<file path="src/rtl/calc_sequencer.sv">
// Main control FSM for the calculator: captures A, B and the op code on ENTER
// presses, launches the ALU and tracks its completion or timeout.
module calc_sequencer #(
    parameter int in_length = 16,
    parameter int op_width  = 2,
    parameter int TIMEOUT   = 255
) (
    input  logic                 CLK,
    input  logic                 RESET,
    input  logic                 ENTER,
    input  logic                 CLEAR,
    input  logic [in_length-1:0] DATA_IN,
    input  logic [op_width-1:0]  OP_IN,
    input  logic                 ALU_DONE,
    output logic [in_length-1:0] A_OUT,
    output logic [in_length-1:0] B_OUT,
    output logic [op_width-1:0]  OP_OUT,
    output logic                 ALU_START,
    output logic [1:0]           STATE,
    output logic                 BUSY,
    output logic                 ERROR
);

    localparam int CW = $clog2(TIMEOUT + 1);
    localparam logic [CW-1:0] CNT_LAST = CW'(TIMEOUT - 1);

    typedef enum logic [2:0] {
        S_EMPTY,
        S_A,
        S_B,
        S_CALC,
        S_RES
    } state_t;

    state_t               state_q, state_d;
    logic [in_length-1:0] a_q, a_d;
    logic [in_length-1:0] b_q, b_d;
    logic [op_width-1:0]  op_q, op_d;
    logic                 start_q, start_d;
    logic [1:0]           code_q, code_d;
    logic                 busy_q, busy_d;
    logic                 err_q, err_d;
    logic [CW-1:0]        cnt_q, cnt_d;
    logic                 enter_q;
    logic                 enterRise;

    assign enterRise = ENTER & ~enter_q;

    // Priority inside the calculation: CLEAR, then ALU_DONE, then timeout.
    always_comb begin
        state_d = state_q;
        a_d     = a_q;
        b_d     = b_q;
        op_d    = op_q;
        start_d = 1'b0;
        err_d   = err_q;
        cnt_d   = cnt_q;
        if (CLEAR) begin
            state_d = S_EMPTY;
            a_d     = '0;
            b_d     = '0;
            op_d    = '0;
            cnt_d   = '0;
        end else begin
            case (state_q)
                S_EMPTY: if (enterRise) begin
                    a_d     = DATA_IN;
                    err_d   = 1'b0;
                    state_d = S_A;
                end
                S_A: if (enterRise) begin
                    b_d     = DATA_IN;
                    state_d = S_B;
                end
                S_B: if (enterRise) begin
                    op_d    = OP_IN;
                    start_d = 1'b1;
                    cnt_d   = '0;
                    state_d = S_CALC;
                end
                S_CALC: begin
                    if (ALU_DONE) begin
                        state_d = S_RES;
                    end else if (cnt_q == CNT_LAST) begin
                        err_d   = 1'b1;
                        a_d     = '0;
                        b_d     = '0;
                        cnt_d   = '0;
                        state_d = S_EMPTY;
                    end else begin
                        cnt_d = cnt_q + 1'b1;
                    end
                end
                S_RES: if (enterRise) begin
                    a_d     = '0;
                    b_d     = '0;
                    state_d = S_EMPTY;
                end
                default: state_d = S_EMPTY;
            endcase
        end

        case (state_d)
            S_A:     code_d = 2'd1;
            S_B:     code_d = 2'd2;
            S_CALC:  code_d = 2'd2;
            S_RES:   code_d = 2'd3;
            default: code_d = 2'd0;
        endcase
        busy_d = (state_d == S_CALC);
    end

    // Edge history resets high so a button held through reset is not an edge.
    always_ff @(posedge CLK or negedge RESET) begin
        if (!RESET) begin
            state_q <= S_EMPTY;
            a_q     <= '0;
            b_q     <= '0;
            op_q    <= '0;
            start_q <= 1'b0;
            code_q  <= 2'd0;
            busy_q  <= 1'b0;
            err_q   <= 1'b0;
            cnt_q   <= '0;
            enter_q <= 1'b1;
        end else begin
            state_q <= state_d;
            a_q     <= a_d;
            b_q     <= b_d;
            op_q    <= op_d;
            start_q <= start_d;
            code_q  <= code_d;
            busy_q  <= busy_d;
            err_q   <= err_d;
            cnt_q   <= cnt_d;
            enter_q <= ENTER;
        end
    end

    assign A_OUT     = a_q;
    assign B_OUT     = b_q;
    assign OP_OUT    = op_q;
    assign ALU_START = start_q;
    assign STATE     = code_q;
    assign BUSY      = busy_q;
    assign ERROR     = err_q;

endmodule

</file>
<file path="config.mk">
export PLATFORM = sky130hd
export DESIGN_NAME = calc_sequencer
export DESIGN_NICKNAME = d
export VERILOG_FILES = /design/src/rtl/calc_sequencer.sv
export SDC_FILE = /design/constraint.sdc
export NUM_CORES = 1
export LEC_CHECK = 0
export CAP_MARGIN = 40
export CORE_ASPECT_RATIO = 1.1
export CORE_MARGIN = 3
export CORE_UTILIZATION = 48
export DETAILED_ROUTE_END_ITERATION = 16
export GPL_ROUTABILITY_DRIVEN = 0
export MAX_ROUTING_LAYER = met4
export PLACE_DENSITY = 0.79
export SKIP_CTS_REPAIR_TIMING = 1
export SLEW_MARGIN = 20
export SYNTH_ARGS = -nofsm -noshare
export SYNTH_HDL_FRONTEND = slang
export SYNTH_SLANG_ARGS = --single-unit
export TNS_END_PERCENT = 50
</file>
<file path="constraint.sdc">
create_clock -name CLK -period 2.8 [get_ports CLK]
set_clock_uncertainty 0.2 [all_clocks]
set_input_delay 0.28 -clock CLK [delete_from_list [all_inputs] [get_ports CLK]]
set_output_delay 0.28 -clock CLK [all_outputs]
set_load 0.01 [all_outputs]
</file>
==> impl_results.html <==
<table>
<tr><th>Metric</th><th>Value</th></tr>
<tr><th colspan="2">Status</th></tr>
<tr><td>Status</td><td>complete, no violations</td></tr>
<tr><th colspan="2">Logic synthesis</th></tr>
<tr><td>Netlist cell types</td><td>45</td></tr>
<tr><td>Synth Register Bits</td><td>between 50 and 60</td></tr>
<tr><td>Synthesized area</td><td>around 2300 um2</td></tr>
<tr><td>Most instantiated library cell after synthesis</td><td>sky130_fd_sc_hd__dfrtp_1</td></tr>
<tr><td>Fraction of synthesized area in multiplexers</td><td>between 15 and 20%</td></tr>
<tr><td>Cells after synthesis</td><td>between 150 and 200</td></tr>
<tr><td>Post-synth EDFFs</td><td>0</td></tr>
<tr><td>Dominant combinational cell family by area after synthesis</td><td>multiplexers</td></tr>
<tr><td>Average instance area after synthesis</td><td>between 10 and 15 um2</td></tr>
<tr><td>Seq/Total Area, Yosys</td><td>between 50% and 60%</td></tr>
<tr><td>Commonest register cell after synthesis</td><td>sky130_fd_sc_hd__dfrtp_1</td></tr>
<tr><td>List of most frequent post-synthesis cells</td><td>50 x sky130_fd_sc_hd__dfrtp_1, 26 x sky130_fd_sc_hd__mux2_1, 16 x sky130_fd_sc_hd__and2_1</td></tr>
<tr><td>Fraction of the mapped netlist area in adder cells</td><td>under 10%</td></tr>
<tr><td>Area fraction in compound gates after synthesis</td><td>about 12%</td></tr>
<tr><td>Synth Area in XOR/XNOR</td><td>less than 1%</td></tr>
<tr><td>Portion of synthesized cell area occupied by the leading cell type</td><td>a little over half</td></tr>
<tr><td>Area share of and/or/nand/nor cells after synthesis</td><td>roughly 14%</td></tr>
<tr><td>Largest cells by area after synthesis</td><td>sky130_fd_sc_hd__dfrtp_1 53%, sky130_fd_sc_hd__mux2_1 13%, sky130_fd_sc_hd__and2_1 4.3%</td></tr>
<tr><td>Library cell occupying the most area in the post-synthesis netlist</td><td>sky130_fd_sc_hd__dfrtp_1</td></tr>
<tr><td>Synth warnings</td><td>0</td></tr>
<tr><td>Share of async-settable or async-resettable flops after synthesis</td><td>between 90% and 100%</td></tr>
<tr><td>Nets in the synthesized netlist</td><td>222</td></tr>
<tr><th colspan="2">GRT</th></tr>
<tr><td>Largest net degree at the start of global routing</td><td>26</td></tr>
<tr><td>Total routing resource utilization after global routing</td><td>19.0%</td></tr>
<tr><td>Via count of the first global-routing pass</td><td>about 1800</td></tr>
<tr><td>First-pass GRT wire length</td><td>8.38 mm</td></tr>
<tr><td>Aggregate global routing overflow</td><td>0</td></tr>
<tr><td>Initial antenna violation count</td><td>0</td></tr>
<tr><th colspan="2">Timing</th></tr>
<tr><td>Slew at the pin closest to its max-slew limit</td><td>about 400 ps</td></tr>
<tr><td>Max-slew violation count</td><td>0</td></tr>
<tr><td>Total count of hold-check failures in the final report</td><td>0</td></tr>
<tr><td>Worst-case headroom to the max-slew limit</td><td>about 73%</td></tr>
<tr><td>Final total negative setup slack</td><td>0 ps</td></tr>
<tr><td>Ratio of final minimum period to clock period</td><td>about four fifths</td></tr>
<tr><td>Number of setup violations in the final report</td><td>0</td></tr>
<tr><td>Unrepaired setup endpoints after global routing</td><td>no</td></tr>
<tr><td>Final min period</td><td>around 2200 ps</td></tr>
<tr><td>Max Fclk</td><td>~450 MHz</td></tr>
<tr><th colspan="2">Routing</th></tr>
<tr><td>Number of search-and-repair iterations in the first detailed-routing pass</td><td>4</td></tr>
<tr><td>Detailed-route wire length per cell</td><td>between 15 and 20 um</td></tr>
<tr><td>Drc violations</td><td>0</td></tr>
<tr><td>Initial DRC count</td><td>approximately 110</td></tr>
<tr><td>Total Routed Length</td><td>between 4 and 5 mm</td></tr>
<tr><td>Total number of vias</td><td>between 1500 and 2000</td></tr>
<tr><td>Via density per instance</td><td>5.42</td></tr>
<tr><td>Final ANT Viol Nets</td><td>0</td></tr>
<tr><th colspan="2">Floorplanning</th></tr>
<tr><td>Placeable core region</td><td>around 4700 um2</td></tr>
<tr><td>Initial core utilization</td><td>50.0%</td></tr>
<tr><td>Number of I/O pins</td><td>a little over 60</td></tr>
<tr><td>Horizontal die dimension</td><td>approximately 73 um</td></tr>
<tr><td>Cell Rows</td><td>26</td></tr>
<tr><td>Die height</td><td>between 70 and 80 um</td></tr>
<tr><td>Area enclosed by the die boundary</td><td>between 5000 and 6000 um2</td></tr>
<tr><th colspan="2">Power</th></tr>
<tr><td>Sw Ratio</td><td>roughly a quarter</td></tr>
<tr><td>Lkg Pwr</td><td>around 1.4 nW</td></tr>
<tr><td>Total power after layout</td><td>1.54 mW</td></tr>
<tr><td>Fraction of power consumed by combinational cells</td><td>between 10% and 20%</td></tr>
<tr><td>Portion of total power attributed to sequential cells</td><td>~53%</td></tr>
<tr><td>Power dissipated by switching net loads</td><td>a little under 400 uW</td></tr>
<tr><td>Power per Cell Area</td><td>~490 nW/um2</td></tr>
<tr><td>Clock Power Share</td><td>~29%</td></tr>
<tr><td>Internal Dissipation</td><td>1.15 mW</td></tr>
<tr><td>Worst IR Drop VDD</td><td>roughly 0.00022 V</td></tr>
<tr><th colspan="2">Clocking</th></tr>
<tr><td>Worst-path clk slew</td><td>around 90 ps</td></tr>
<tr><td>Sink Count</td><td>slightly above 50</td></tr>
<tr><td>Count of H-tree levels built during CTS</td><td>2</td></tr>
<tr><td>Maximum number of buffers from clock root to sink</td><td>2</td></tr>
<tr><td>Root Buffer Master</td><td>sky130_fd_sc_hd__clkbuf_8</td></tr>
<tr><td>Skew-Pair Late Insertion Delay</td><td>300 ps</td></tr>
<tr><td>CTS tree</td><td>yes</td></tr>
<tr><td>Num CTS Buffers</td><td>5</td></tr>
<tr><th colspan="2">Layout</th></tr>
<tr><td>Final net count</td><td>between 200 and 300</td></tr>
<tr><td>Register area</td><td>approximately 1300 um2</td></tr>
<tr><td>Final-layout fill cell count</td><td>~370</td></tr>
<tr><td>Ant. Diodes</td><td>0</td></tr>
<tr><td>Share of post-route cells with drive strength above 1</td><td>around 12%</td></tr>
<tr><td>Layout Area Growth over Synthesis</td><td>34.2%</td></tr>
<tr><td>Final cell area excluding filler cells</td><td>approximately 3100 um2</td></tr>
<tr><td>Area of the multi-input gates</td><td>approximately 1000 um2</td></tr>
<tr><th colspan="2">Worst setup path</th></tr>
<tr><td>Element type at the critical path end</td><td>flop</td></tr>
<tr><td>Endpoint arrival time on the critical path</td><td>about 2200 ps</td></tr>
<tr><td>Setup slack of the most critical reg-to-reg path</td><td>between 500 and 600 ps</td></tr>
<tr><td>Setup Crit Path Kind</td><td>flop to flop</td></tr>
<tr><td>Worst-path fanout max</td><td>16</td></tr>
<tr><td>Startpoint types</td><td>flop</td></tr>
<tr><td>Required time of the worst setup path</td><td>2790 ps</td></tr>
<tr><th colspan="2">Worst hold path</th></tr>
<tr><td>Worst min path class</td><td>input pin to asynchronous set/reset pin</td></tr>
<tr><th colspan="2">Placed design</th></tr>
<tr><td>Count of buffers from port buffering</td><td>61</td></tr>
<tr><td>DP Area</td><td>just over 3000 um2</td></tr>
<tr><td>Detailed Place HPWL</td><td>roughly 3.6 mm</td></tr>
<tr><th colspan="2">Job</th></tr>
<tr><td>Max-cap violations</td><td>0</td></tr>
</table>
==> cell type report <==
cell class,instances,share of cell area [%]
Inverter,4,0.478
Multi-Input combinational cell,133,31.8
Tap cell,56,2.23
Clock inverter,2,0.517
Clock buffer,6,2.63
Sequential cell,51,40.6
Timing Repair Buffer,71,21.7
==> per-stage QoR <==
stage / hold WS [ps] / util (%) / std cells / setup WS (ps)
after floorplan: -216 / - / 197 / 734
after global placement: -107 / 64.6 / 313 / 435
after detailed placement: -108 / 64.6 / 313 / 400
after CTS: -451 / 66.7 / 321 / 467
after global routing: 81.4 / 67.1 / 323 / 466
final: 94.4 / 67.1 / 323 / 588
==> logic make-up after synthesis <==
logic type,after synthesis
and+or+nand+nor,61
DFF,51
AOI/OAI and AO/OA,37
muxes,32
buffers and inverters,13
adders and majority gates,2
xor gates and xnor gates,1
==> sequential cells by signal, indices dropped and copies added (netlist names) <==
name	count
cnt_q	8
state_q	3
ALU_START	1
enter_q	1
ERROR	1
STATE	2
OP_OUT	2
B_OUT	16
A_OUT	16
BUSY	1
==> power by group through the flow <==
stage	combinational [mW]	sequential (mW)	clock (mW)
finish	0.281	0.813	0.448
CTS	0.283	0.814	0.466
global placement	0.277	0.827	0
detailed placement	0.282	0.828	0
floorplan	0.0953	0.846	0
global route	0.306	0.821	0.493
==> path summary, 6_finish.rpt <==
path	to	start	depth (start not counted)
max	A_OUT[3]	state_q[0]	5
min	A_OUT[4]	RESET	2
max reg2reg	A_OUT[3]	state_q[0]	5
min reg2reg	B_OUT[9]	B_OUT[9]	1
max in group asynchronous	enter_q	RESET	3
min in group CLK	enter_q	ENTER	1
==> layer usage <==
metal	vias to the layer above	share of wire [%]	GRT usage, %
li1	832	-	-
met1	855	44	24.5
met2	57	48	30.0
met3	7	6.5	4.18
met4	0	1.3	5.54
met5	-	0	-
==> placed cells by master (no fill, tap or decap), types with 3 or more instances in the layout <==
master / count
sky130_fd_sc_hd__nor2b_1: 3
sky130_fd_sc_hd__a21oi_1: 7
sky130_fd_sc_hd__buf_4: 9
sky130_fd_sc_hd__clkbuf_8: 6
sky130_fd_sc_hd__o21ai_0: 7
sky130_fd_sc_hd__mux2_1: 26
sky130_fd_sc_hd__clkdlybuf4s50_1: 60
sky130_fd_sc_hd__nand3_1: 11
sky130_fd_sc_hd__inv_1: 4
sky130_fd_sc_hd__dfrtp_1: 50
sky130_fd_sc_hd__and2_1: 16
sky130_fd_sc_hd__a31oi_1: 5
sky130_fd_sc_hd__mux2_2: 6
sky130_fd_sc_hd__nand2_1: 9
sky130_fd_sc_hd__nor2_1: 9
==> critical path, stage by stage, from the launching register on <==
cell and delay [ps]:
sky130_fd_sc_hd__dfrtp_1 600, sky130_fd_sc_hd__nor4bb_1 350, sky130_fd_sc_hd__a21boi_2 340, sky130_fd_sc_hd__a21oi_2 50, sky130_fd_sc_hd__buf_4 220, sky130_fd_sc_hd__mux2_1 330
Power figures use the tool's default switching activity.
